[src/rtl/fp_normalize_round_pipe.sv]
// Two-stage normalise/round pipeline for the FP adder: S1 normalises (carry shift, leading-zero
// shift, gradual underflow), S2 rounds in one of four modes and packs sign/exponent/fraction/flags.
module fp_normalize_round_pipe #(
    parameter int unsigned EXP_W = 8,
    parameter int unsigned MAN_W = 23
) (
    input  logic             clk,
    input  logic             reset,
    input  logic             in_valid,
    output logic             in_ready,
    input  logic             in_sign,
    input  logic [EXP_W-1:0] in_exp,
    input  logic [MAN_W:0]   in_man,
    input  logic             in_carry,
    input  logic [2:0]       in_grs,
    input  logic [1:0]       rm,
    output logic             out_valid,
    input  logic             out_ready,
    output logic             out_sign,
    output logic [EXP_W-1:0] out_exp,
    output logic [MAN_W-1:0] out_frac,
    output logic [3:0]       out_flags
);

    localparam int unsigned M     = MAN_W + 1;
    localparam int unsigned LzW   = $clog2(M + 1);
    localparam int unsigned CmpW  = ((EXP_W > LzW) ? EXP_W : LzW) + 1;
    localparam int unsigned PackW = EXP_W + MAN_W;

    logic s1En, s2En, s1Valid;

    assign s2En     = !out_valid || out_ready;
    assign s1En     = !s1Valid || s2En;
    assign in_ready = s1En;

    logic [LzW-1:0] lz;
    logic           lzFound;

    always_comb begin
        lz      = '0;
        lzFound = 1'b0;
        for (int i = M - 1; i >= 0; i--) begin
            if (!lzFound) begin
                if (in_man[i]) begin
                    lzFound = 1'b1;
                end else begin
                    lz = lz + LzW'(1);
                end
            end
        end
    end

    logic [M+1:0]     grVec, grShifted;
    logic [CmpW-1:0]  lzExt, expExt, shAmt;
    logic [M-1:0]     n1Man;
    logic [EXP_W-1:0] n1Exp;
    logic [2:0]       n1Grs;

    always_comb begin
        lzExt     = CmpW'(lz);
        expExt    = CmpW'(in_exp);
        grVec     = {in_man, in_grs[2], in_grs[1]};
        shAmt     = '0;
        grShifted = '0;
        n1Man     = '0;
        n1Exp     = '0;
        n1Grs     = '0;
        if (in_carry) begin
            n1Man = {1'b1, in_man[MAN_W:1]};
            n1Exp = in_exp + EXP_W'(1);
            n1Grs = {in_man[0], in_grs[2], in_grs[1] | in_grs[0]};
        end else if (in_man != '0 || in_grs != 3'b000) begin
            // Normalise fully if the exponent allows it, otherwise stop at the subnormal boundary
            if (lzExt < expExt) begin
                shAmt = lzExt;
                n1Exp = in_exp - EXP_W'(lz);
            end else begin
                shAmt = (expExt == '0) ? '0 : expExt - CmpW'(1);
                n1Exp = '0;
            end
            grShifted = grVec << shAmt;
            n1Man     = grShifted[M+1:2];
            n1Grs     = {grShifted[1:0], in_grs[0]};
        end
    end

    logic             s1Sign;
    logic [EXP_W-1:0] s1Exp;
    logic [M-1:0]     s1Man;
    logic [2:0]       s1Grs;
    logic [1:0]       s1Rm;

    always_ff @(posedge clk or posedge reset) begin
        if (reset) begin
            s1Valid <= 1'b0;
            s1Sign  <= 1'b0;
            s1Exp   <= '0;
            s1Man   <= '0;
            s1Grs   <= '0;
            s1Rm    <= '0;
        end else if (s1En) begin
            s1Valid <= in_valid;
            if (in_valid) begin
                s1Sign <= in_sign;
                s1Exp  <= n1Exp;
                s1Man  <= n1Man;
                s1Grs  <= n1Grs;
                s1Rm   <= rm;
            end
        end
    end

    logic             anyGrs, roundUp, overflow, toInf, inexact;
    logic [PackW-1:0] rounded;
    logic [EXP_W-1:0] fExp;
    logic [MAN_W-1:0] fFrac;

    always_comb begin
        anyGrs  = |s1Grs;
        roundUp = 1'b0;
        case (s1Rm)
            2'd0:    roundUp = s1Grs[2] & (s1Grs[1] | s1Grs[0] | s1Man[0]);
            2'd1:    roundUp = 1'b0;
            2'd2:    roundUp = anyGrs & !s1Sign;
            default: roundUp = anyGrs & s1Sign;
        endcase
        // Exponent and fraction increment as one word so fraction carry-out bumps the exponent
        rounded  = {s1Exp, s1Man[MAN_W-1:0]} + PackW'(roundUp);
        fExp     = rounded[PackW-1:MAN_W];
        fFrac    = rounded[MAN_W-1:0];
        overflow = (s1Exp == '1) || (fExp == '1);
        toInf    = (s1Rm == 2'd0) || (s1Rm == 2'd2 && !s1Sign) || (s1Rm == 2'd3 && s1Sign);
        if (overflow) begin
            fExp  = toInf ? '1 : {{(EXP_W-1){1'b1}}, 1'b0};
            fFrac = toInf ? '0 : '1;
        end
        inexact = anyGrs || overflow;
    end

    always_ff @(posedge clk or posedge reset) begin
        if (reset) begin
            out_valid <= 1'b0;
            out_sign  <= 1'b0;
            out_exp   <= '0;
            out_frac  <= '0;
            out_flags <= '0;
        end else if (s2En) begin
            out_valid <= s1Valid;
            if (s1Valid) begin
                out_sign  <= s1Sign;
                out_exp   <= fExp;
                out_frac  <= fFrac;
                out_flags <= {overflow, (fExp == '0) && (fFrac != '0) && inexact, inexact,
                              (fExp == '0) && (fFrac == '0)};
            end
        end
    end

endmodule

[config.mk]
export PLATFORM = sky130hd
export DESIGN_NAME = fp_normalize_round_pipe
export DESIGN_NICKNAME = d
export VERILOG_FILES = /design/src/rtl/fp_normalize_round_pipe.sv
export SDC_FILE = /design/constraint.sdc
export NUM_CORES = 1
export LEC_CHECK = 0
export CORE_AREA = 8 8 133 135
export DETAILED_ROUTE_END_ITERATION = 8
export DIE_AREA = 0 0 141 143
export PLACE_DENSITY = 0.77
export SYNTH_ARGS = -nofsm -noshare
export SYNTH_HDL_FRONTEND = slang
export SYNTH_SLANG_ARGS = --single-unit
export TNS_END_PERCENT = 1
[constraint.sdc]
create_clock -name clk -period 13.2 [get_ports clk]
set_input_delay 2.64 -clock clk [delete_from_list [all_inputs] [get_ports clk]]
set_output_delay 2.64 -clock clk [all_outputs]
set_load 0.1 [all_outputs]
After elaboration in Yosys (flattened, before gate mapping)
Cells that the tools add are included.
{"block": "totals", "ff_bits": 75, "latch_bits": 0, "mem_bits_rw": 0, "rom_bits": 0, "input_bits": 43, "wordCells": 184, "n_memories": 0}
{"block": "op_classes", "add_sub_neg": 27, "mul": 0, "div_mod_pow": 0, "n_lt_le_gt_ge": 1, "n_eq_ne": 5, "shift": 1, "muxes": 108, "bitwise_logic": 6, "reduce_logical": 25}
{"cell": "$mux 5", "count": 46}
{"cell": "$add 5x1->5 const B", "count": 23}
{"cell": "$mux 23", "count": 4}
{"cell": "$mux 1", "count": 47}
{"cell": "$mux 9", "count": 4}
{"cell": "$mux 8", "count": 4}
{"cell": "$add 31x1->31", "count": 1}
{"cell": "$shl 26x9->25", "count": 1}
{"cell": "$reduce_bool 24->1", "count": 1}
{"cell": "$logic_not 23->1", "count": 1}
{"cell": "$reduce_bool 23->1", "count": 1}
{"cell": "$eq 8x8->1 const B", "count": 2}
{"cell": "$logic_not 8->1", "count": 2}
{"cell": "$sub 8x1->9 const B", "count": 1}
{"cell": "$add 8x1->8 const B", "count": 1}
{"cell": "$lt 5x8->1", "count": 1}
{"cell": "$sub 8x5->8", "count": 1}
{"cell": "$logic_or 1x1->1", "count": 7}
{"cell": "$mux 3", "count": 2}
{"cell": "$logic_and 1x1->1", "count": 5}
{"cell": "$eq 2x2->1 const B", "count": 2}
{"cell": "$reduce_and 2->1", "count": 2}
{"cell": "$and 1x1->1", "count": 3}
{"cell": "$logic_not 1->1", "count": 3}
{"cell": "other kinds (6)", "count": 8}

Longest topological paths before layout
Gate-level depths: netlist (run 1).
{"block": "depth", "word_depth": 77, "ltp_mapped": 73, "depth_no_buf": 70}

Least setup slack after synthesis (run 1)
OpenSTA, ideal clock, no wires.
{"block": "synth_path", "kind": "input to register", "start": "input in_man[23]", "end": "register s1Man[12]", "setup_time_ns": 0.126, "arrival_ns": 15.841, "t_required_ns": 13.074, "setup_slack_ns": -2.767, "cell_stages": 69, "path_buffers": 4, "path_cell_list": "buf_2 -> or4_4 -> buf_6 -> and2_1 -> ha_1 -> nor2b_1 -> o21a_1 -> or3_1 -> a21oi_1 -> or2_2 -> ha_1 -> o21ai_0 -> nand2_1 -> nand2_1 -> ha_1 -> nor2_1 -> a21oi_1 -> a21boi_0 -> [33 not listed] -> xnor2_1 -> ha_1 -> nor2b_1 -> o21ai_0 -> nand2b_1 -> a211o_1 -> a211oi_1 -> clkbuf_1 -> nand2_1 -> nor2_1 -> inv_1 -> nand2_1 -> clkbuf_1 -> o22a_1 -> mux2i_1 -> mux2_2 -> a221oi_1 -> nor2_1"}
{"block": "synth_between", "elab_chain_cells": 77, "word_cells_on_any_way": 102, "cone_classes": "23 x add/sub; 1 x order compare; 1 x shift; 75 x mux; 2 x reduce/logical"}
{"element": "start: declaration", "line_no": "13", "source": "input logic [MAN_W:0] in_man,"}
{"element": "$mux 1", "line_no": "44", "source": "if (in_man[i]) begin"}
{"element": "$add 5x1->5", "line_no": "47", "source": "lz = lz + LzW'(1);"}
{"element": "$mux 5", "line_no": "44"}
{"element": "$mux 5", "line_no": "43", "source": "if (!lzFound) begin"}
{"element": "$add 5x1->5", "line_no": "47"}
{"element": "$mux 5", "line_no": "44"}
{"element": "$mux 5", "line_no": "43"}
{"element": "$add 5x1->5", "line_no": "47"}
{"element": "[61 not listed]"}
{"element": "$mux 5", "line_no": "43"}
{"element": "$lt 5x8->1", "line_no": "74", "source": "if (lzExt < expExt) begin"}
{"element": "$mux 9", "line_no": "74"}
{"element": "$mux 9", "line_no": "72", "source": "end else if (in_man != '0 || in_grs != 3'b000) begin"}
{"element": "$mux 9", "line_no": "68", "source": "if (in_carry) begin"}
{"element": "$shl 26x9->25", "line_no": "81", "source": "grShifted = grVec << shAmt;"}
{"element": "$mux 23 (*)", "line_no": "72"}
{"element": "$mux 23 (*)", "line_no": "68"}
{"element": "end signal: assignment", "line_no": "106", "source": "s1Man <= n1Man;"}
{"element": "end: declaration", "line_no": "89", "source": "logic [M-1:0] s1Man;"}
Every way passes the cells marked *; elsewhere a longest branch is shown, timed or not. The select of a mux whose other input is x is not followed.
A chain may end at the register's enable or synchronous reset.

Worst setup path after layout (run 1)
{"block": "layout_path", "start": "input in_man[20]", "end": "register s1Exp[4]"}
{"block": "layout_between", "elab_chain_cells": 66, "word_cells_on_any_way": 90, "cone_classes": "21 x add/sub; 1 x order compare; 66 x mux; 2 x reduce/logical"}
{"element": "$mux 5", "line_no": "44"}
{"element": "$mux 5", "line_no": "43"}
{"element": "$add 5x1->5", "line_no": "47"}
{"element": "$mux 5", "line_no": "44"}
{"element": "$mux 5", "line_no": "43"}
{"element": "$add 5x1->5", "line_no": "47"}
{"element": "$mux 5", "line_no": "44"}
{"element": "$mux 5", "line_no": "43"}
{"element": "[50 not listed]"}
{"element": "$mux 5", "line_no": "43"}
{"element": "$add 5x1->5", "line_no": "47"}
{"element": "$mux 5", "line_no": "44"}
{"element": "$mux 5", "line_no": "43"}
{"element": "$sub 8x5->8 / $lt 5x8->1 (equally long branches)", "line_no": "76, 74"}
{"element": "$mux 8", "line_no": "74"}
{"element": "$mux 8 (*)", "line_no": "72"}
{"element": "$mux 8 (*)", "line_no": "68"}
{"element": "end signal: assignment", "line_no": "105", "source": "s1Exp <= n1Exp;"}
{"element": "end: declaration", "line_no": "88", "source": "logic [EXP_W-1:0] s1Exp;"}
Every way passes the cells marked *; elsewhere a longest branch is shown, timed or not.

==> qor.log, run 1 <==
qor: run_status.outcome finished, violations left
qor: run_status.violations setup timing
qor: sta.holdWs 472 ps
qor: logic_synthesis.synth_seq_area_share 22.2%
qor: cells_and_area.syn_to_final_growth 40.8%
qor: power.power_density 95.7 nW/µm²
qor: placement.placement.io_buffers 80
qor: route.wire_per_inst 17.7 µm
qor: worst_setup_path.critPathArrivalTime 15230 ps
qor: route.detail_route.first_pass.iterations 5
qor: grt.largest_net_degree_at_the_start_of_global_routing 76
qor: die.die_w 141 µm
qor: placement.hpwlAfterDp 19800 µm
qor: grt.gr-total-overflow 0
qor: route.ant_nets 0
qor: logic_synthesis.netlist_instances 1092
qor: die.core 15600 µm²
qor: logic_synthesis.ys_seq_elements 75
qor: sta.final.setup_skew 3.62 ps
qor: sta.hold_viol_final 0
qor: die.row_count 46
qor: logic_synthesis.postSynth.topFlopCell sky130_fd_sc_hd__dfrtp_1
qor: sta.timing.final.crit_period 15020 ps
qor: worst_setup_path.cpMostUsedCell sky130_fd_sc_hd__buf_4
qor: logic_synthesis.synth_fp_nets 1167
qor: logic_synthesis.synthesis.yosys.warnings 0
qor: clocking.cts_sinks 75
qor: sta.tightestPinTransition 1310 ps
qor: logic_synthesis.postSynthAreaPerCell 7.74 µm²
qor: worst_setup_path.timing.critical_path.from_type primary input
qor: power.ir_drop_worst_case_vdd 0.0890 mV
qor: clocking.clock_path_buffers 2
qor: die.design.portCount 81
qor: clocking.clk-insertion-delay-late 330 ps
qor: worst_setup_path.worst_path_largest_cell_delay 520 ps
qor: route.total_routed_length 27400 µm
qor: die.initial_utilization 54.2%
qor: die.die_height 143 µm
qor: placement.place_inst 1487
qor: logic_synthesis.number_of_flops_mapped_to_enable_cells_by_yosys 0
qor: cells_and_area.final_layout_size_suffix_gt1_share 27.8%
qor: route.initialDrtViolationCount 788
qor: grt.track_usage 26.2%
qor: worst_setup_path.worst-endpoint-required 13410 ps
qor: clocking.cts_tree yes
qor: cells_and_area.final_cells 1552
qor: worst_setup_path.end_kind flop
qor: clocking.root_buffer sky130_fd_sc_hd__clkbuf_16
qor: cells_and_area.diodes 0
qor: clocking.clk_pin_slew 50 ps
qor: power.static-leakage-power 5.14 nW
qor: sta.rsz_0062_raised_after_global_routing true
qor: run.count_of_max_cap_constraint_violations 0
qor: sta.slew-limit-headroom 12.6%
qor: worst_setup_path.path_class primary input to flop
qor: grt.first_pass_grt_wire_length 43700 µm
qor: clocking.htree_num_levels 3
qor: clocking.tritoncts.num_buffers 9
qor: route.vias_per_cell 6.00
qor: sta.totalNegativeSetupSlack -46600 ps
qor: grt.vias_in_the_first_global_route 9099
qor: worst_setup_path.worstPathMaxFanout 3
qor: sta.post-route-worst-setup-slack -1820 ps
qor: cells_and_area.n_fill_cell 1067
qor: route.remaining_drc_errors 0
qor: logic_synthesis.synthesis.area 8450 µm²
qor: sta.setup_viol_count_final 33
qor: worst_hold_path.hp-class flop to flop
qor: die.die_area 20200 µm²
qor: sta.slew_violations 0
qor: logic_synthesis.ys_types 84
qor: route.detailroute.via_count 9316
qor: sta.max_clock_freq 0.0666 GHz
qor: cells_and_area.layout.cells.most_common_list sky130_fd_sc_hd__buf_4 (212), sky130_fd_sc_hd__nor2_1 (127), sky130_fd_sc_hd__nand2_1 (109)
qor: worst_setup_path.cpMaxStageDelayCell sky130_fd_sc_hd__or4_4
qor: placement.place.gp.congestion 0.950
qor: cells_and_area.num-nets-final 1407
qor: cells_and_area.layout_commonest_cell sky130_fd_sc_hd__buf_4
qor: logic_synthesis.asyncSetResetFlopFracSynth 100%
qor: sta.finalCritPeriodShare 114%
qor: grt.antenna_found_initial 0
## per-stage QoR
step / worst slack (ps) / utilization [%] / total power (W) / instance area (µm²)
2_1_floorplan: -1390 / - / 0.000711 / 8750
3_3_place_gp: -2110 / 69.1 / 0.000865 / 10800
3_5_place_dp: -2470 / 69.1 / 0.000877 / 10800
4_1_cts: -1660 / 73.9 / 0.00112 / 11500
5_1_grt: -2350 / 76.3 / 0.00119 / 11900
6_report: -1820 / 76.3 / 0.00114 / 11900
## flip-flops by register name, summed over array words and instances, names as in the netlist
signal / flops
s1Rm: 2
s1Grs: 3
s1Exp: 8
out_flags: 4
s1Valid: 1
out_frac: 23
s1Sign: 1
s1Man: 23
out_valid: 1
out_exp: 8
out_sign: 1
## final cells by class
| type | instances | area [µm²] | area share (%) |
|---|---|---|---|
| Sequential cell | 75 | 1880 | 15.8 |
| Clock buffer | 12 | 246 | 2.07 |
| Timing Repair Buffer | 301 | 2540 | 21.4 |
| Tap cell | 216 | 270 | 2.27 |
| Multi-Input combinational cell | 913 | 6830 | 57.4 |
| Inverter | 32 | 120 | 1.01 |
| Clock inverter | 3 | 15.0 | 0.126 |
## synth_stat cells (all sizes together) (5+ instances only)
cell type / n / area [µm²]
and2: 17 / 109
nand2b: 21 / 131
dfrtp: 75 / 1880
and4: 5 / 43.8
nand2: 114 / 428
a222oi: 7 / 70.1
and3: 23 / 149
xor2: 38 / 333
xnor2: 54 / 480
nor2: 132 / 498
nor3: 27 / 151
clkbuf: 57 / 215
nor2b: 27 / 169
a21o: 6 / 45.0
a21oi: 64 / 320
a221o: 9 / 90.1
mux2i: 55 / 551
mux2: 15 / 169
nand3: 32 / 165
buf: 15 / 95.1
a221oi: 15 / 131
a31oi: 7 / 43.8
inv: 32 / 120
o31ai: 23 / 173
o21a: 9 / 67.6
o221ai: 6 / 52.6
nor4: 10 / 68.8
o22a: 12 / 105
ha: 31 / 388
o22ai: 5 / 31.3
xnor3: 6 / 136
nand4: 13 / 81.3
a211oi: 5 / 37.5
or3: 6 / 37.5
o21ai: 51 / 255
## per-layer routing
metal | track usage (%) | share of wire, %
met2 | 45.3 | 49
met5 | 0 | 0
met4 | 12.8 | 3.6
met3 | 3.27 | 6.4
met1 | 31.8 | 41
## path summary, 6_finish.rpt
path,cells past startpoint,to,from,slack [ps]
worst max-delay path,79,s1Exp[4],in_man[20],-1820
worst min-delay path,2,out_frac[22],out_frac[22],470
worst max register to register,22,out_flags[2],s1Rm[1],8040
worst min register to register,2,out_frac[22],out_frac[22],470
max in group asynchronous,3,out_frac[14],reset,9700
min in group asynchronous,3,out_flags[3],reset,2900
## worst max-delay path, delay by kind of cell
family / cells / cell delay, ps
and+or+nand+nor: 23 / 3360
AOI/OAI and AO/OA: 20 / 3320
adders and majority gates: 11 / 2540
xor gates and xnor gates: 5 / 900
buffers and inverters: 20 / 2420
## repair_timing
item / 4_1_cts / 5_1_grt
buffers inserted: 42 / 8
resized for setup: 50 / 67
pin swaps: 56 / 59
hold buffers: 0 / 0
setup endpoints to repair: 33 / 33
gates cloned: 1 / 0
## power by group
group	internal [W]	total (W)	switching, W
clock network	0.000130	0.000215	0.0000844
logic	0.000219	0.000607	0.000388
registers	0.000275	0.000317	0.0000420
total	0.000624	0.00114	0.000514
## cell families (layout without fill, tap and decap cells)
family | after synthesis | count (layout) | synth area share (%)
AO/OA/AOI/OAI | 267 | 267 | 22.1
XOR/XNOR | 98 | 98 | 11.2
adder cells (fa/ha/maj) | 32 | 32 | 4.83
buffers and inverters | 104 | 348 | 5.09
flip-flops | 75 | 75 | 22.2
multiplexers | 71 | 71 | 8.78
AND/OR/NAND/NOR | 445 | 445 | 25.7
No activity file was read; power rests on OpenSTA's default activity.
==> run 2, diff against run 1 <==
==> constraint.sdc (replaced) <==
create_clock -name clk -period 16.7 [get_ports clk]
set_input_delay 3.34 -clock clk [delete_from_list [all_inputs] [get_ports clk]]
set_output_delay 3.34 -clock clk [all_outputs]
set_load 0.1 [all_outputs]
==> run 2 against run 1 <==
  * Combinational power fell by 28%
  * The run now ends clean
  * First-iteration DRC count fell by 5.8%
  * Cell count fell by 9.5%
  * Core utilization fell by 8.8 points
  * Register-to-register slack improved by 3500 ps
  * Sequential cell count did not move
==> qor.log, run 2 (synthesis results as in run 1) <==
qor: die.die_area 20200 µm² [unchanged]
qor: worst_setup_path.timing.critical_path.from_type primary input [unchanged]
qor: route.ant_nets 0 [unchanged]
qor: grt.vias_in_the_first_global_route 7861 [was 9099]
qor: cells_and_area.final_layout_size_suffix_gt1_share 15.1% [was 27.8%]
qor: die.die_w 141 µm [unchanged]
qor: clocking.root_buffer sky130_fd_sc_hd__clkbuf_16 [unchanged]
qor: grt.antenna_found_initial 0 [unchanged]
qor: die.die_height 143 µm [unchanged]
qor: power.power_density 85.0 nW/µm² [was 95.7 nW/µm²]
qor: worst_setup_path.worstPathBufferInverterCount 6 [was 20]
qor: die.design.portCount 81 [unchanged]
qor: clocking.tritoncts.num_buffers 9 [unchanged]
qor: worst_setup_path.rr_worst_depth 22 [unchanged]
qor: worst_hold_path.worst_hold_startpoint out_frac[4] [was out_frac[22]]
qor: power.ir_drop_worst_case_vdd 0.0796 mV [was 0.0890 mV]
qor: worst_setup_path.timing.rr.start s1Rm[1] [unchanged]
qor: route.remaining_drc_errors 0 [unchanged]
qor: run.count_of_max_cap_constraint_violations 0 [unchanged]
qor: clocking.cts.hold.buffers_added 0 [unchanged]
qor: worst_setup_path.worst_path_largest_cell_delay 500 ps [was 520 ps]
qor: worst_hold_path.worstHoldEndpoint out_frac[4] [was out_frac[22]]
qor: sta.tightestPinTransition 1150 ps [was 1310 ps]
qor: worst_setup_path.crit_reg_reg_endpoint out_flags[2] [unchanged]
qor: placement.hpwlAfterDp 18300 µm [was 19800 µm]
qor: die.row_count 46 [unchanged]
qor: cells_and_area.post-route-util 67.5% [was 76.3%]
qor: sta.slew_violations 0 [unchanged]
qor: sta.setup_viol_count_final 0 [was 33]
qor: clocking.htree_num_levels 3 [unchanged]
qor: route.wire_per_inst 17.6 µm [was 17.7 µm]
qor: grt.first_pass_grt_wire_length 38800 µm [was 43700 µm]
qor: worst_setup_path.worst-endpoint-required 16910 ps [was 13410 ps]
qor: route.initialDrtViolationCount 742 [was 788]
qor: cells_and_area.diodes 0 [unchanged]
qor: worst_setup_path.path_class primary input to flop [unchanged]
qor: placement.place.gp.congestion 0.939 [was 0.950]
qor: route.detail_route.first_pass.iterations 6 [was 5]
qor: clocking.clock_path_buffers 2 [unchanged]
qor: clocking.cts_tree yes [unchanged]
qor: worst_setup_path.worstPathMaxFanout 9 [was 3]
qor: grt.largest_net_degree_at_the_start_of_global_routing 76 [unchanged]
qor: worst_setup_path.cpMaxStageDelayCell sky130_fd_sc_hd__or4_4 [unchanged]
qor: power.static-leakage-power 4.40 nW [was 5.14 nW]
qor: sta.hold_viol_final 0 [unchanged]
qor: cells_and_area.layout_commonest_cell sky130_fd_sc_hd__nor2_1 [was sky130_fd_sc_hd__buf_4]
qor: worst_setup_path.critPathArrivalTime 16400 ps [was 15230 ps]
qor: grt.track_usage 23.2% [was 26.2%]
qor: worst_setup_path.rrSetupSlack 11550 ps [was 8040 ps]
qor: clocking.clk-insertion-delay-late 340 ps [was 330 ps]
qor: worst_hold_path.hp-class flop to flop [unchanged]
qor: worst_setup_path.worst_path_dominant_cell_family compound AO/OA/AOI/OAI gates [was simple AND/OR/NAND/NOR gates]
qor: sta.final.setup_skew 7.37 ps [was 3.62 ps]
qor: die.initial_utilization 54.2% [unchanged]
qor: cells_and_area.fin_area 10500 µm² [was 11900 µm²]
qor: cells_and_area.syn_to_final_growth 24.6% [was 40.8%]
qor: route.vias_per_cell 6.10 [was 6.00]
qor: placement.placement.io_buffers 80 [unchanged]
qor: worst_setup_path.end_kind flop [unchanged]
qor: worst_hold_path.min_delay_path_depth 2 [unchanged]
qor: clocking.cts_sinks 75 [unchanged]
qor: cells_and_area.num-nets-final 1259 [was 1407]
qor: worst_setup_path.cpMostUsedCell sky130_fd_sc_hd__ha_1 [was sky130_fd_sc_hd__buf_4]
qor: route.total_routed_length 24700 µm [was 27400 µm]
qor: sta.slew-limit-headroom 23.5% [was 12.6%]
qor: run_status.outcome complete, no violations [was finished, violations left]
qor: die.core 15600 µm² [unchanged]
qor: sta.timing.final.crit_period 16190 ps
qor: clocking.clk_pin_slew 50 ps [about the same]
qor: sta.finalCritPeriodShare 96.9%
qor: cells_and_area.top_regs out_frac x23, s1Man x23 [unchanged]
qor: sta.max_clock_freq 0.0618 GHz
qor: cells_and_area.layout.cells.most_common_list sky130_fd_sc_hd__nor2_1 (128), sky130_fd_sc_hd__nand2_1 (113), sky130_fd_sc_hd__clkdlybuf4s50_1 (78) [was sky130_fd_sc_hd__buf_4 (212), sky130_fd_sc_hd__nor2_1 (127), sky130_fd_sc_hd__nand2_1 (109)]
qor: placement.placed_cell_area 9670 µm² [was 10800 µm²]
qor: grt.gr-total-overflow 0 [unchanged]
qor: route.detailroute.via_count 8573 [was 9316]
[run 2: final cells by class]
class                           instances  area, µm²
Tap cell                              216        270
Sequential cell                        75       1880
Inverter                               32        120
Clock buffer                           11        253
Fill cell                            1296       5070
Timing Repair Buffer                  153       1430
Clock inverter                          5       75.1
Multi-Input combinational cell        913       6500
[run 2: worst max path at each step]
stage                     cells after the start  slack (ps)   endpoint       start
final                                        70         510  s1Man[22]  in_man[20]
after global routing                         70        -170  s1Man[22]  in_man[20]
after CTS                                    68          30  s1Man[22]  in_man[23]
after detailed placement                     68        -320  s1Man[22]  in_man[20]
after global placement                       68          70  s1Man[22]  in_man[20]
after floorplan                              69          30  s1Man[12]  in_man[23]
[run 2: report_power, final]
group	switching [W]	leakage (nW)	internal, W
Sequential	0.0000335	0.893	0.000217
Clock	0.0000703	0.165	0.000138
Combinational	0.000291	3.34	0.000144
Total	0.000395	4.40	0.000500
[run 2: repair_timing]
| item | CTS | global route |
|---|---|---|
| gates resized for setup | 3 | 69 |
| endpoints found under the setup margin | 1 | 25 |
| pin swaps | 0 | 39 |
| cloned | 0 | 2 |
| buffers inserted | 0 | 16 |
[run 2: per-stage QoR]
step	total power [W]	setup TNS, ps	cells	hold slack, ps	setup WS [ps]
6_report	0.000894	0	1405	472	510
5_1_grt	0.000939	-2080	1405	493	-173
4_1_cts	0.000876	0	1387	478	34.3
3_5_place_dp	0.000664	-3510	1371	465	-320
3_3_place_gp	0.000658	0	1371	460	68.4
2_1_floorplan	0.000553	0	1092	469	33.1
[run 2: tightest hold or removal path: cells and delay by family (launching register included)]
family | cells | cell delay, ps
flip-flops | 1 | 340
AND/OR/NAND/NOR | 1 | 50
AO/OA/AOI/OAI | 1 | 50
[run 2: per-layer routing]
metal | wire [µm] | vias up | global-route usage [%] | part of all wire (%)
li1 | - | 4148 | - | -
met1 | 10600 | 4056 | 29.3 | 43
met2 | 12000 | 320 | 40.1 | 49
met3 | 1520 | 49 | 3.11 | 6.1
met4 | 562 | 0 | 7.58 | 2.3
met5 | 0 | - | 0 | 0
==> run 3, diff against run 2 <==
--- a/config.mk
+++ b/config.mk
@@ -9,6 +9,7 @@
 export DETAILED_ROUTE_END_ITERATION = 8
 export DIE_AREA = 0 0 141 143
 export PLACE_DENSITY = 0.77
+export SLEW_MARGIN = 20
 export SYNTH_ARGS = -nofsm -noshare
 export SYNTH_HDL_FRONTEND = slang
 export SYNTH_SLANG_ARGS = --single-unit
==> run 3 against run 2 <==
  * Cell area down 0.15%
  * Register-to-register slack better by 20 ps
  * Cell count up 0.21%
  * Non-clock buffer count up 3
  * Fmax down 0.17%
  * Clock power about the same
  * Power down 0.21%
  * Wire length down 0.81%
  * Clock skew up 1.1 ps
  * Core utilization down 0.10 points
  * Global-route usage unchanged
  * Largest power group unchanged
  * Highest routed layer unchanged
==> qor.log, run 3 (synthesis results as in run 1) <==
qor: clocking.clk-insertion-delay-late 340 ps [about the same]
qor: sta.finalCritPeriodShare 97.1% [was 96.9%]
qor: grt.vias_in_the_first_global_route 7861 [unchanged]
qor: worst_setup_path.end_kind flop [unchanged]
qor: worst_setup_path.worstPathMaxFanout 6 [was 9]
qor: clocking.htree_num_levels 3 [unchanged]
qor: clocking.cts_tree yes [unchanged]
qor: worst_setup_path.path_class primary input to flop [unchanged]
qor: sta.slew_violations 0 [unchanged]
qor: clocking.root_buffer sky130_fd_sc_hd__clkbuf_16 [unchanged]
qor: die.row_count 46 [unchanged]
qor: sta.tightestPinTransition 1050 ps [was 1150 ps]
qor: sta.holdWs 472 ps [about the same]
qor: worst_setup_path.worst_path_largest_cell_delay 500 ps [about the same]
qor: worst_hold_path.worstHoldEndpoint out_frac[4] [unchanged]
qor: sta.slew-limit-headroom 29.8% [was 23.5%]
qor: run.count_of_max_cap_constraint_violations 0 [unchanged]
qor: cells_and_area.final_layout_size_suffix_gt1_share 15.3% [was 15.1%]
qor: cells_and_area.diodes 0 [unchanged]
qor: worst_setup_path.worst-endpoint-required 16900 ps [was 16910 ps]
qor: die.die_w 141 µm [unchanged]
qor: worst_hold_path.hp-class flop to flop [unchanged]
qor: worst_hold_path.min_delay_path_depth 2 [unchanged]
qor: cells_and_area.final_cells 1408 [was 1405]
qor: worst_setup_path.timing.critical_path.from_type primary input [unchanged]
qor: worst_hold_path.worst_hold_startpoint out_frac[4] [unchanged]
qor: run_status.outcome complete, no violations [unchanged]
qor: sta.timing.final.crit_period 16220 ps [was 16190 ps]
qor: cells_and_area.layout_commonest_cell sky130_fd_sc_hd__nor2_1 [unchanged]
qor: clocking.cts.hold.buffers_added 0 [unchanged]
qor: route.detail_route.first_pass.iterations 7 [was 6]
qor: worst_setup_path.rr_worst_depth 22 [unchanged]
qor: die.initial_utilization 54.2% [unchanged]
qor: sta.final.setup_skew 8.47 ps [was 7.37 ps]
qor: worst_setup_path.rrSetupSlack 11570 ps [was 11550 ps]
qor: route.detailroute.via_count 8568 [was 8573]
qor: die.die_height 143 µm [unchanged]
qor: clocking.clock_path_buffers 2 [unchanged]
qor: sta.hold_viol_final 0 [unchanged]
qor: placement.placement.io_buffers 80 [unchanged]
qor: die.core 15600 µm² [unchanged]
qor: route.wire_per_inst 17.4 µm [was 17.6 µm]
qor: clocking.clk_pin_slew 50 ps [about the same]
qor: route.vias_per_cell 6.09 [was 6.10]
qor: grt.gr-total-overflow 0 [unchanged]
qor: power.total_power 0.000892 W [was 0.000894 W]
qor: placement.place_inst 1371 [unchanged]
qor: route.initialDrtViolationCount 767 [was 742]
qor: worst_setup_path.timing.rr.start s1Rm[1] [unchanged]
qor: sta.post-route-worst-setup-slack 483 ps [was 510 ps]
qor: grt.first_pass_grt_wire_length 38800 µm [unchanged]
qor: cells_and_area.top_regs out_frac x23, s1Man x23 [unchanged]
qor: cells_and_area.syn_to_final_growth 24.4% [was 24.6%]
qor: placement.place.gp.congestion 0.939 [unchanged]
qor: cells_and_area.n_fill_cell 1300 [was 1296]
qor: worst_setup_path.cpMostUsedCell sky130_fd_sc_hd__ha_1 [unchanged]
qor: cells_and_area.num-nets-final 1262 [was 1259]
qor: power.power_density 84.9 nW/µm² [was 85.0 nW/µm²]
qor: grt.track_usage 23.2% [unchanged]
qor: die.die_area 20200 µm² [unchanged]
qor: power.ir_drop_worst_case_vdd 0.0795 mV [was 0.0796 mV]
qor: route.total_routed_length 24500 µm [was 24700 µm]
qor: route.remaining_drc_errors 0 [unchanged]
qor: power.static-leakage-power 4.41 nW [was 4.40 nW]
qor: worst_setup_path.crit_reg_reg_endpoint out_flags[2] [unchanged]
qor: placement.preCtsSetupSlack -320 ps [unchanged]
qor: worst_setup_path.critPathArrivalTime 16410 ps [was 16400 ps]
qor: clocking.tritoncts.num_buffers 9 [unchanged]
qor: sta.max_clock_freq 0.0617 GHz [was 0.0618 GHz]
qor: worst_setup_path.cpMaxStageDelayCell sky130_fd_sc_hd__or4_4 [unchanged]
qor: route.ant_nets 0 [unchanged]
qor: sta.setup_viol_count_final 0 [unchanged]
qor: clocking.cts_sinks 75 [unchanged]
qor: sta.totalNegativeSetupSlack 0 ps [unchanged]
qor: cells_and_area.layout.cells.most_common_list sky130_fd_sc_hd__nor2_1 (128), sky130_fd_sc_hd__nand2_1 (112), sky130_fd_sc_hd__clkdlybuf4s50_1 (78) [was sky130_fd_sc_hd__nor2_1 (128), sky130_fd_sc_hd__nand2_1 (113), sky130_fd_sc_hd__clkdlybuf4s50_1 (78)]
qor: die.design.portCount 81 [unchanged]
qor: grt.largest_net_degree_at_the_start_of_global_routing 76 [unchanged]
qor: placement.hpwlAfterDp 18300 µm [unchanged]
qor: grt.antenna_found_initial 0 [unchanged]
==> run 3: critical path, delay by kind of cell <==
kind | cells | cell delay, ps
compound gates | 24 | 4100
simple gates | 21 | 3600
fa+ha+maj | 12 | 3010
buf+inv | 5 | 980
xor+xnor | 4 | 720
mux | 3 | 630
==> run 3: repair_timing <==
item                                    4_1_cts  5_1_grt
cloned                                        0        3
endpoints found under the setup margin        1       25
buffers inserted                              0       18
pin swaps                                     0       39
resized for setup                             3       63
==> run 3: how the worst max path moves through the flow <==
| stage | from | end | slack (ps) | cells past startpoint |
|---|---|---|---|---|
| after floorplan | in_man[23] | s1Man[12] | 30 | 69 |
| after global placement | in_man[20] | s1Man[22] | 70 | 68 |
| after detailed placement | in_man[20] | s1Man[22] | -320 | 68 |
| after CTS | in_man[23] | s1Man[22] | 30 | 68 |
| after global routing | in_man[20] | s1Man[19] | -250 | 71 |
| final | in_man[20] | s1Man[14] | 480 | 69 |
==> run 3: stage by stage <==
step	area (µm²)	util (%)
2_1_floorplan	8450	-
3_3_place_gp	9670	62.0
3_5_place_dp	9670	62.0
4_1_cts	10000	64.2
5_1_grt	10500	67.4
6_report	10500	67.4
==> run 3: layout make-up <==
class / count / area, µm² / area share [%]
multi-input combinational: 913 / 6460 / 61.4
tap: 216 / 270 / 2.57
inverter: 32 / 120 / 1.14
sequential: 75 / 1880 / 17.9
clock buffer: 11 / 253 / 2.41
timing repair buffer: 156 / 1460 / 13.9
clock inverter: 5 / 75.1 / 0.714
==> run 3: where the power goes <==
| group | switching, W | internal, W | leakage, nW |
|---|---|---|---|
| clock network | 0.0000702 | 0.000138 | 0.165 |
| registers | 0.0000332 | 0.000217 | 0.893 |
| logic | 0.000290 | 0.000144 | 3.35 |
==> run 3: per-layer routing <==
| layer | global-route usage (%) | wire length (µm) | vias to the layer above | share of wire [%] |
|---|---|---|---|---|
| met5 | 0 | 0 | - | 0 |
| met4 | 7.58 | 674 | 0 | 2.7 |
| met3 | 3.11 | 1540 | 61 | 6.3 |
| met2 | 40.1 | 11700 | 330 | 48 |
| met1 | 29.3 | 10600 | 4015 | 43 |
| li1 | - | - | 4162 | - |
